<file path="config.mk">
export PLATFORM = sky130hd
export DESIGN_NAME = sim_ctrl_arbiter_flat
export DESIGN_NICKNAME = d
export VERILOG_FILES = /design/src/rtl/sim_ctrl_arb_pkg.sv /design/src/rtl/sim_ctrl_arb_if.sv /design/src/rtl/sim_ctrl_arb_idfifo.sv /design/src/rtl/sim_ctrl_arbiter.sv /design/src/flat_wrapper.sv
export SDC_FILE = /design/constraint.sdc
export NUM_CORES = 1
export LEC_CHECK = 0
export ABC_AREA = 1
export CORE_AREA = 4 4 108 110
export DETAILED_ROUTE_END_ITERATION = 7
export DIE_AREA = 0 0 112 114
export DONT_BUFFER_PORTS = 1
export GPL_TIMING_DRIVEN = 0
export PLACE_DENSITY_LB_ADDON = 0.2
export SETUP_SLACK_MARGIN = 0.05
export SLEW_MARGIN = 20
export SYNTH_ARGS = -nofsm -noshare
export SYNTH_HDL_FRONTEND = slang
export SYNTH_SLANG_ARGS = --single-unit
export TNS_END_PERCENT = 30
</file>
<file path="constraint.sdc">
create_clock -name clk_i -period 1.7 [get_ports clk_i]
set_input_delay 0.17 -clock clk_i [delete_from_list [all_inputs] [get_ports clk_i]]
set_output_delay 0.17 -clock clk_i [all_outputs]
set_load 0.005 [all_outputs]
</file>
<file path="src/rtl/sim_ctrl_arb_pkg.sv">
// Shared types and constants for the simulator-control arbiter.
// Word offsets index addr[9:2] of the device port.
package sim_ctrl_arb_pkg;

    localparam logic [7:0] CHAR_OUT_ADDR = 8'h0;
    localparam logic [7:0] SIM_CTRL_ADDR = 8'h2;

    typedef struct packed {
        logic        we;
        logic [3:0]  be;
        logic [31:0] addr;
        logic [31:0] wdata;
    } dev_req_t;

    // Host index visited at scan offset off, starting from base.
    function automatic int unsigned rr_idx(
        input int unsigned base,
        input int unsigned off,
        input int unsigned n
    );
        return (base + off) % n;
    endfunction

endpackage

</file>
<file path="src/rtl/sim_ctrl_arb_if.sv">
// Host-side and device-side bus bundle of the simulator-control arbiter.
// The slave view belongs to the arbiter, the master view to its environment.
interface sim_ctrl_arb_if #(
    parameter int NumHosts = 2
);

    logic [NumHosts-1:0]       host_req_i;
    logic [NumHosts-1:0]       host_we_i;
    logic [NumHosts-1:0][3:0]  host_be_i;
    logic [NumHosts-1:0][31:0] host_addr_i;
    logic [NumHosts-1:0][31:0] host_wdata_i;
    logic [NumHosts-1:0]       host_gnt_o;
    logic [NumHosts-1:0]       host_rvalid_o;
    logic [31:0]               host_rdata_o;

    logic                      dev_req_o;
    logic                      dev_we_o;
    logic [3:0]                dev_be_o;
    logic [31:0]               dev_addr_o;
    logic [31:0]               dev_wdata_o;
    logic                      dev_rvalid_i;
    logic [31:0]               dev_rdata_i;

    modport slave (
        input  host_req_i,
        input  host_we_i,
        input  host_be_i,
        input  host_addr_i,
        input  host_wdata_i,
        output host_gnt_o,
        output host_rvalid_o,
        output host_rdata_o,
        output dev_req_o,
        output dev_we_o,
        output dev_be_o,
        output dev_addr_o,
        output dev_wdata_o,
        input  dev_rvalid_i,
        input  dev_rdata_i
    );

    modport master (
        output host_req_i,
        output host_we_i,
        output host_be_i,
        output host_addr_i,
        output host_wdata_i,
        input  host_gnt_o,
        input  host_rvalid_o,
        input  host_rdata_o,
        input  dev_req_o,
        input  dev_we_o,
        input  dev_be_o,
        input  dev_addr_o,
        input  dev_wdata_o,
        output dev_rvalid_i,
        output dev_rdata_i
    );

endinterface

</file>
<file path="src/rtl/sim_ctrl_arb_idfifo.sv">
// In-flight host ID FIFO; remembers who was granted so responses
// can be returned in issue order.
module sim_ctrl_arb_idfifo #(
    parameter int  Width = 1,
    parameter int  Depth = 2,
    localparam int PtrW  = (Depth > 1) ? $clog2(Depth) : 1,
    localparam int CntW  = $clog2(Depth + 1)
) (
    input  logic            clk_i,
    input  logic            rst_i,
    input  logic            push_i,
    input  logic [Width-1:0] data_i,
    input  logic            pop_i,
    output logic [Width-1:0] head_o,
    output logic            full_o,
    output logic            empty_o,
    output logic [CntW-1:0] count_o
);

    logic [Width-1:0] mem_q [Depth];
    logic [PtrW-1:0]  wptr_q;
    logic [PtrW-1:0]  rptr_q;
    logic [CntW-1:0]  cnt_q;
    logic             do_push;
    logic             do_pop;

    function automatic logic [PtrW-1:0] ptr_inc(input logic [PtrW-1:0] p);
        return (p == PtrW'(Depth - 1)) ? '0 : p + 1'b1;
    endfunction

    assign full_o  = (cnt_q == CntW'(Depth));
    assign empty_o = (cnt_q == '0);
    assign count_o = cnt_q;
    assign head_o  = mem_q[rptr_q];

    // Guarded here too, so a misbehaving caller cannot corrupt the count.
    assign do_push = push_i && !full_o;
    assign do_pop  = pop_i && !empty_o;

    always_ff @(posedge clk_i) begin
        if (rst_i) begin
            wptr_q <= '0;
            rptr_q <= '0;
            cnt_q  <= '0;
        end else begin
            if (do_push) wptr_q <= ptr_inc(wptr_q);
            if (do_pop)  rptr_q <= ptr_inc(rptr_q);
            unique case ({do_push, do_pop})
                2'b10:   cnt_q <= cnt_q + 1'b1;
                2'b01:   cnt_q <= cnt_q - 1'b1;
                default: cnt_q <= cnt_q;
            endcase
        end
    end

    always_ff @(posedge clk_i) begin
        if (do_push) mem_q[wptr_q] <= data_i;
    end

endmodule

</file>
<file path="src/rtl/sim_ctrl_arbiter.sv">
// Round-robin arbiter sharing the simulator-control device port
// between NumHosts requesters, with in-order response routing.
module sim_ctrl_arbiter #(
    parameter int  NumHosts       = 2,
    parameter int  MaxOutstanding = 2,
    localparam int HostIdW        = $clog2(NumHosts),
    localparam int CntW           = $clog2(MaxOutstanding + 1)
) (
    input  logic          clk_i,
    input  logic          rst_i,
    sim_ctrl_arb_if.slave bus,
    output logic          busy_o,
    output logic          err_o
);

    import sim_ctrl_arb_pkg::*;

    logic [HostIdW-1:0] rr_q;
    logic [HostIdW-1:0] win_idx;
    logic               found;
    logic               grant;
    dev_req_t           sel;

    logic [HostIdW-1:0] head;
    logic               full;
    logic               empty;
    logic [CntW-1:0]    count;
    logic               pop;
    logic               err_q;

    // Scan from rr_q upward; the first requester wins.
    always_comb begin
        found   = 1'b0;
        win_idx = '0;
        for (int i = 0; i < NumHosts; i++) begin
            if (!found &&
                bus.host_req_i[HostIdW'(rr_idx(32'(rr_q), i, NumHosts))]) begin
                found   = 1'b1;
                win_idx = HostIdW'(rr_idx(32'(rr_q), i, NumHosts));
            end
        end
    end

    // A full FIFO blocks the grant even when it pops this cycle.
    assign grant = found && !full;

    always_comb begin
        sel = '0;
        if (grant) begin
            sel.we    = bus.host_we_i[win_idx];
            sel.be    = bus.host_be_i[win_idx];
            sel.addr  = bus.host_addr_i[win_idx];
            sel.wdata = bus.host_wdata_i[win_idx];
        end
    end

    assign bus.host_gnt_o  = grant ? (NumHosts'(1) << win_idx) : '0;
    assign bus.dev_req_o   = grant;
    assign bus.dev_we_o    = sel.we;
    assign bus.dev_be_o    = sel.be;
    assign bus.dev_addr_o  = sel.addr;
    assign bus.dev_wdata_o = sel.wdata;

    always_ff @(posedge clk_i) begin
        if (rst_i) begin
            rr_q <= '0;
        end else if (grant) begin
            rr_q <= (win_idx == HostIdW'(NumHosts - 1)) ?
                    '0 : win_idx + 1'b1;
        end
    end

    sim_ctrl_arb_idfifo #(
        .Width (HostIdW),
        .Depth (MaxOutstanding)
    ) u_idfifo (
        .clk_i   (clk_i),
        .rst_i   (rst_i),
        .push_i  (grant),
        .data_i  (win_idx),
        .pop_i   (pop),
        .head_o  (head),
        .full_o  (full),
        .empty_o (empty),
        .count_o (count)
    );

    assign pop = bus.dev_rvalid_i && !empty;

    assign bus.host_rvalid_o = pop ? (NumHosts'(1) << head) : '0;
    assign bus.host_rdata_o  = pop ? bus.dev_rdata_i : '0;

    // A response with nothing in flight is a device protocol error.
    always_ff @(posedge clk_i) begin
        if (rst_i) begin
            err_q <= 1'b0;
        end else if (bus.dev_rvalid_i && empty) begin
            err_q <= 1'b1;
        end
    end

    assign err_o  = err_q;
    assign busy_o = (count != '0);

endmodule

</file>
<file path="src/flat_wrapper.sv">
// flat-port wrapper written by rule: the top's interface ports become plain ports
module sim_ctrl_arbiter_flat import sim_ctrl_arb_pkg::*;
#(
    parameter int  NumHosts       = 2,
    parameter int  MaxOutstanding = 2,
    localparam int HostIdW        = $clog2(NumHosts),
    localparam int CntW           = $clog2(MaxOutstanding + 1)
)
  (clk_i, rst_i, busy_o, err_o, bus_host_req_i, bus_host_we_i, bus_host_be_i, bus_host_addr_i, bus_host_wdata_i, bus_host_gnt_o, bus_host_rvalid_o, bus_host_rdata_o, bus_dev_req_o, bus_dev_we_o, bus_dev_be_o, bus_dev_addr_o, bus_dev_wdata_o, bus_dev_rvalid_i, bus_dev_rdata_i);
  sim_ctrl_arb_if #(.NumHosts(NumHosts)) bus_i ();
  input  logic clk_i;
  input  logic rst_i;
  output logic busy_o;
  output logic err_o;
  input wire logic [$bits(bus_i.host_req_i)-1:0] bus_host_req_i;
  input wire logic [$bits(bus_i.host_we_i)-1:0] bus_host_we_i;
  input wire logic [$bits(bus_i.host_be_i)-1:0] bus_host_be_i;
  input wire logic [$bits(bus_i.host_addr_i)-1:0] bus_host_addr_i;
  input wire logic [$bits(bus_i.host_wdata_i)-1:0] bus_host_wdata_i;
  output wire logic [$bits(bus_i.host_gnt_o)-1:0] bus_host_gnt_o;
  output wire logic [$bits(bus_i.host_rvalid_o)-1:0] bus_host_rvalid_o;
  output wire logic [$bits(bus_i.host_rdata_o)-1:0] bus_host_rdata_o;
  output wire logic [$bits(bus_i.dev_req_o)-1:0] bus_dev_req_o;
  output wire logic [$bits(bus_i.dev_we_o)-1:0] bus_dev_we_o;
  output wire logic [$bits(bus_i.dev_be_o)-1:0] bus_dev_be_o;
  output wire logic [$bits(bus_i.dev_addr_o)-1:0] bus_dev_addr_o;
  output wire logic [$bits(bus_i.dev_wdata_o)-1:0] bus_dev_wdata_o;
  input wire logic [$bits(bus_i.dev_rvalid_i)-1:0] bus_dev_rvalid_i;
  input wire logic [$bits(bus_i.dev_rdata_i)-1:0] bus_dev_rdata_i;
  assign bus_i.host_req_i = bus_host_req_i;
  assign bus_i.host_we_i = bus_host_we_i;
  assign bus_i.host_be_i = bus_host_be_i;
  assign bus_i.host_addr_i = bus_host_addr_i;
  assign bus_i.host_wdata_i = bus_host_wdata_i;
  assign bus_host_gnt_o = bus_i.host_gnt_o;
  assign bus_host_rvalid_o = bus_i.host_rvalid_o;
  assign bus_host_rdata_o = bus_i.host_rdata_o;
  assign bus_dev_req_o = bus_i.dev_req_o;
  assign bus_dev_we_o = bus_i.dev_we_o;
  assign bus_dev_be_o = bus_i.dev_be_o;
  assign bus_dev_addr_o = bus_i.dev_addr_o;
  assign bus_dev_wdata_o = bus_i.dev_wdata_o;
  assign bus_i.dev_rvalid_i = bus_dev_rvalid_i;
  assign bus_i.dev_rdata_i = bus_dev_rdata_i;
  sim_ctrl_arbiter #(.NumHosts(NumHosts), .MaxOutstanding(MaxOutstanding)) u_core (.clk_i(clk_i), .rst_i(rst_i), .bus(bus_i), .busy_o(busy_o), .err_o(err_o));
endmodule
</file>
==> results of run 1 <==
## per-stage QoR
stage | hold WS (ns) | area (µm²) | total power, W | setup slack, ns | std cells
2_1_floorplan | 0.239 | 1680 | 0.00170 | 0.332 | 353
3_3_place_gp | 0.244 | 1850 | 0.00204 | 0.151 | 493
3_5_place_dp | 0.246 | 1850 | 0.00205 | 0.116 | 493
4_1_cts | 0.0802 | 1970 | 0.00240 | 0.0603 | 502
5_1_grt | 0.100 | 1970 | 0.00262 | 0.0481 | 502
6_report | 0.0860 | 1970 | 0.00235 | 0.111 | 502
## final cells by class
cell class                      count  area (µm²)  area share, %
Multi-Input combinational cell    282        1120           57.0
Timing Repair Buffer                5        65.1           3.30
Buffer                             17         191           9.71
Clock buffer                        4        45.0           2.28
Tap cell                          140         175           8.88
Sequential cell                     9         203           10.3
Inverter                           45         169           8.57
## power by group
part	total [W]	leakage (nW)	switching, W	internal [W]
Clock	0.000250	0.0228	0.0000862	0.000164
Sequential	0.000364	0.0782	0.0000614	0.000302
Combinational	0.00174	1.12	0.00111	0.000630
Total	0.00235	1.22	0.00126	0.00110
## cells in the final DEF (no fill, tap or decap), types with 3 or more instances in the layout
master	instances
inv_1	42
nor2_1	48
a21oi_1	3
inv_2	3
nor2_4	3
buf_6	17
nand2_1	217
dfxtp_1	5
clkbuf_8	3
o21ai_0	3
## logic make-up after synthesis
group,count (synthesis),synth area share (%)
AOI/OAI and AO/OA,7,2.09
DFF,9,11.9
buffers and inverters,62,21.5
and+or+nand+nor,274,63.8
adders and majority gates,1,0.745
## layer usage
| layer | global-route usage [%] | share of wire [%] | routed length [µm] | up-vias |
|---|---|---|---|---|
| li1 | - | - | - | 1033 |
| met5 | 0 | 0 | 0 | - |
| met2 | 17.1 | 52 | 3610 | 172 |
| met1 | 9.92 | 37 | 2540 | 872 |
| met3 | 1.01 | 10 | 706 | 4 |
| met4 | 1.44 | 0.55 | 38 | 0 |
## worst paths after layout
kind	startpoint	to	slack, ns	cells after the start
max	u_core.u_idfifo.count_o[0]	bus_dev_be_o[0]	0.11	8
min	bus_dev_rvalid_i	u_core.err_o	0.09	2
max reg2reg	u_core.u_idfifo.count_o[1]	u_core.u_idfifo.count_o[1]	0.23	8
min reg2reg	u_core.rr_q	u_core.rr_q	0.49	2
## timing repair
item                                    in CTS  in global routing
resized for setup                            1                  3
hold buffers                                 1                  0
setup buffers                                4                  0
endpoints found under the setup margin      70                 53
hold endpoints to repair                     2                  0
pin swaps                                    2                  0
==> flow_summary.json, run 1 <==
{
  "max-cap-violations": 0,
  "wl_um": 6900,
  "drc": 0,
  "htreeDepth": 1,
  "via_per_inst": 4.15,
  "area_growth_pct": 17.4,
  "die_w_um": 112,
  "netlist_area_um2": 1680,
  "cp_slowest_cell": "dfxtp_2",
  "vias": 2081,
  "gp_congestion": 0.766,
  "timing.final.crit_share_pct": 93.5,
  "dominantRegCellSynth": "dfxtp_1",
  "hold_viol_final": 0,
  "core-area_um2": 10700,
  "first_pass_iters": 4,
  "antenna_cells": 0,
  "hp-class": "input port to flop",
  "outcome": "completed",
  "critPathTopFamily": "simple AND/OR/NAND/NOR gates",
  "path_buf_inv": 3,
  "drtAntennaViolNets": 0,
  "ys_seq_elements": 9,
  "power_density_nw_per_um2": 1190,
  "clk_root_buffer_cell": "clkbuf_8",
  "initial_core_util_pct": 15.7,
  "finalSetupViolCount": 0,
  "fin_nets": 539,
  "fin_crit_ns": 1.59,
  "wire_per_inst_um": 13.7,
  "syn-num-nets": 529,
  "seq_area_frac_synth_pct": 11.9,
  "peakVddDrop_mv": 0.339,
  "finalMaxSlewViolations": 0,
  "rsz0062_at_grt": "yes",
  "crit_path_end_kind": "output port",
  "async_flop_share_pct": 0,
  "worstPathCellList": "inv_2 -> nand2_4 -> nand2_4 -> nor2_4 -> buf_12 -> buf_6 -> nand2_1 -> nand2_1",
  "antenna_found_initial": 0,
  "synth.most_common_cell": "nand2_1",
  "synth_top_area_cell": "nand2_1",
  "grt_pass1_wl_um": 8830,
  "globalRouteTotalUtil_pct": 8.58,
  "cts_tree": "yes",
  "port_buffers": 0,
  "slew_headroom_pct": 78.5,
  "synth_area_leaders": "nand2_1 (49%), buf_6 (11%), nor2_1 (11%)",
  "yosysUniqueCellTypes": 15,
  "rows": 38,
  "clkSinkCount": 9,
  "cts_buffer_depth": 2,
  "worstSetupPathType": "flop to output port",
  "clk_pin_slew_worst_paths_ns": 0.05,
  "ios": 283,
  "crit_fanout": 10,
  "startpoint_type": "flop",
  "cts_made_buffers": 3,
  "crit_arrival_ns": 1.42,
  "final_util_pct": 18.4,
  "p_leak_nw": 1.22,
  "drtIter0Drc": 52,
  "synth_common_cells": "nand2_1 (217), nor2_1 (50), inv_1 (42)",
  "syn_avg_cell_area_um2": 4.76,
  "synth_edf_count": 2,
  "worst_slew_pin_slew_ns": 0.322,
  "finalSetupTns_ns": 0,
  "grt_pass1_vias": 1741,
  "fmax_mhz": 629,
  "fin_skew_ns": 0.00347,
  "cp.required_ns": 1.53,
  "synth_top_area_share_pct": 48.5,
  "clock_latency_ns": 0.23,
  "overflow": 0,
  "drive_above_1_share_pct": 9.94,
  "synthCells": 353,
  "hpwlAfterDp_um": 6000,
  "num-fill-cells": 1229,
  "max_stage_delay_ns": 0.36,
  "grt_max_degree": 11,
  "die_height_um": 114,
  "die_area_um2": 12800,
  "yosys_warnings": 0
}
Power figures use the tool's default switching activity.
==> run 2, diff against run 1 <==
Clock period 1.7 ns to 1.9 ns, I/O delays scaled along.
==> flow_summary.json, run 2 (synthesis gave the netlist of run 1 again) <==
{
  "die_height_um": 114,
  "power_density_nw_per_um2": 1070,
  "cts_hold_buffers": 0,
  "slew_headroom_pct": 74.4,
  "layout_common_cells": "nand2_1 (217), nor2_1 (50), inv_1 (42), buf_6 (17), dfxtp_1 (7)",
  "finalMaxSlewViolations": 0,
  "p_leak_nw": 1.20,
  "fin_skew_ns": 0.00356,
  "max-cap-violations": 0,
  "p_int_w": 0.000948,
  "holdPathStages": 1,
  "worstSetupPathType": "flop to output port",
  "drtAntennaViolNets": 0,
  "cp.required_ns": 1.71,
  "rows": 38,
  "area_growth_pct": 14.8,
  "peakVddDrop_mv": 0.303,
  "drtIter0Drc": 54,
  "port_buffers": 0,
  "crit_fanout": 10,
  "drc": 0,
  "fin_nets": 536,
  "hp-class": "input port to flop",
  "crit_path_end_kind": "output port",
  "p_total_w": 0.00206,
  "clkSinkCount": 9,
  "num-fill-cells": 1230,
  "cts_buffer_depth": 2,
  "cts_made_buffers": 3,
  "clock_latency_ns": 0.23,
  "pwr-share-seq_pct": 15.5,
  "antenna_cells": 0,
  "die_area_um2": 12800,
  "startpoint_type": "flop",
  "outcome": "completed",
  "antenna_found_initial": 0,
  "rsz0062_at_grt": "no",
  "htreeDepth": 1,
  "wire_per_inst_um": 13.6,
  "initial_core_util_pct": 15.7,
  "worst_slew_pin_slew_ns": 0.383,
  "core-area_um2": 10700,
  "layout_commonest_cell": "nand2_1",
  "gp_congestion": 0.766,
  "combPwrFrac_pct": 73.6,
  "finalSetupTns_ns": 0,
  "wl_um": 6800,
  "fin_crit_ns": 1.69,
  "overflow": 0,
  "r2r_cells": 8,
  "cts_tree": "yes",
  "p_switching_w": 0.00111,
  "p_sw_share_pct": 53.9,
  "hold_viol_final": 0,
  "ios": 283,
  "clk_root_buffer_cell": "clkbuf_8",
  "first_pass_iters": 4,
  "postCtsResizedCells": 0,
  "crit_arrival_ns": 1.50,
  "vias": 2049,
  "fmax_mhz": 590,
  "p_clk_share_pct": 10.9,
  "finalSetupViolCount": 0,
  "grt_pass1_wl_um": 8750,
  "via_per_inst": 4.11,
  "grt_pass1_vias": 1727,
  "drive_above_1_share_pct": 8.36,
  "die_w_um": 112,
  "hpwlAfterDp_um": 6000,
  "timing.final.crit_share_pct": 89.1,
  "globalRouteTotalUtil_pct": 8.48,
  "clk_pin_slew_worst_paths_ns": 0.05,
  "grt_max_degree": 11
}
==> run 2: critical path, stage by stage, from the launching register on <==
cell	delay (ns)
dfxtp_1	0.38
nor2_1	0.11
nor2_4	0.34
buf_6	0.22
nand2_1	0.11
nand2_1	0.11
==> run 2: cell type report <==
cell class                 count  area (µm²)  share of cell area [%]
buffer                        17         191                    9.94
clock buffer                   4        45.0                    2.34
inverter                      45         169                    8.77
multi-input combinational    282        1120                    58.1
sequential                     9         200                    10.4
tap                          140         175                    9.09
timing repair buffer           2        27.5                    1.43
==> run 2: per-stage QoR <==
step / instance area, µm² / std cells / util, % / hold WS, ns / setup WS [ns]
final: 1930 / 499 / 18.0 / 0.0219 / 0.206
after global routing: 1930 / 499 / 18.0 / 0.0159 / 0.0506
after CTS: 1900 / 497 / 17.8 / 0.0121 / 0.0575
after detailed placement: 1850 / 493 / 17.3 / 0.266 / 0.296
after global placement: 1850 / 493 / 17.3 / 0.264 / 0.331
after floorplan: 1680 / 353 / - / 0.259 / 0.532
==> run 2: path summary, 6_finish.rpt <==
kind / from / endpoint / slack, ns
setup / recovery: u_core.u_idfifo.count_o[0] / bus_dev_be_o[1] / 0.21
hold / removal: rst_i / u_core.err_o / 0.02
setup reg to reg: u_core.u_idfifo.count_o[1] / u_core.u_idfifo.count_o[1] / 0.40
hold reg to reg: u_core.rr_q / u_core.rr_q / 0.48
==> run 2: layer usage <==
metal	GRT usage, %	part of all wire (%)
met1	9.95	37
met3	1.01	10
met5	0	0
met4	1.44	0.56
met2	16.7	52
==> run 2: timing repair <==
item / in CTS / in global routing
endpoints found under the setup margin: 2 / 14
setup buffers: 0 / 2
pin swaps: 1 / 1
==> run 2: power groups by stage <==
stage,Combinational (W),Clock (W),Sequential (W)
after floorplan,0.00121,0,0.000312
after global placement,0.00150,0,0.000322
after detailed placement,0.00151,0,0.000324
after CTS,0.00152,0.000239,0.000320
after global routing,0.00171,0.000254,0.000328
final,0.00151,0.000223,0.000319
==> run 3, diff against run 2 <==
Settings changed: SLEW_MARGIN 20 to 25.
==> results of run 3 <==
Same layout as run 2: the final DEF is identical, and so are final timing and power.
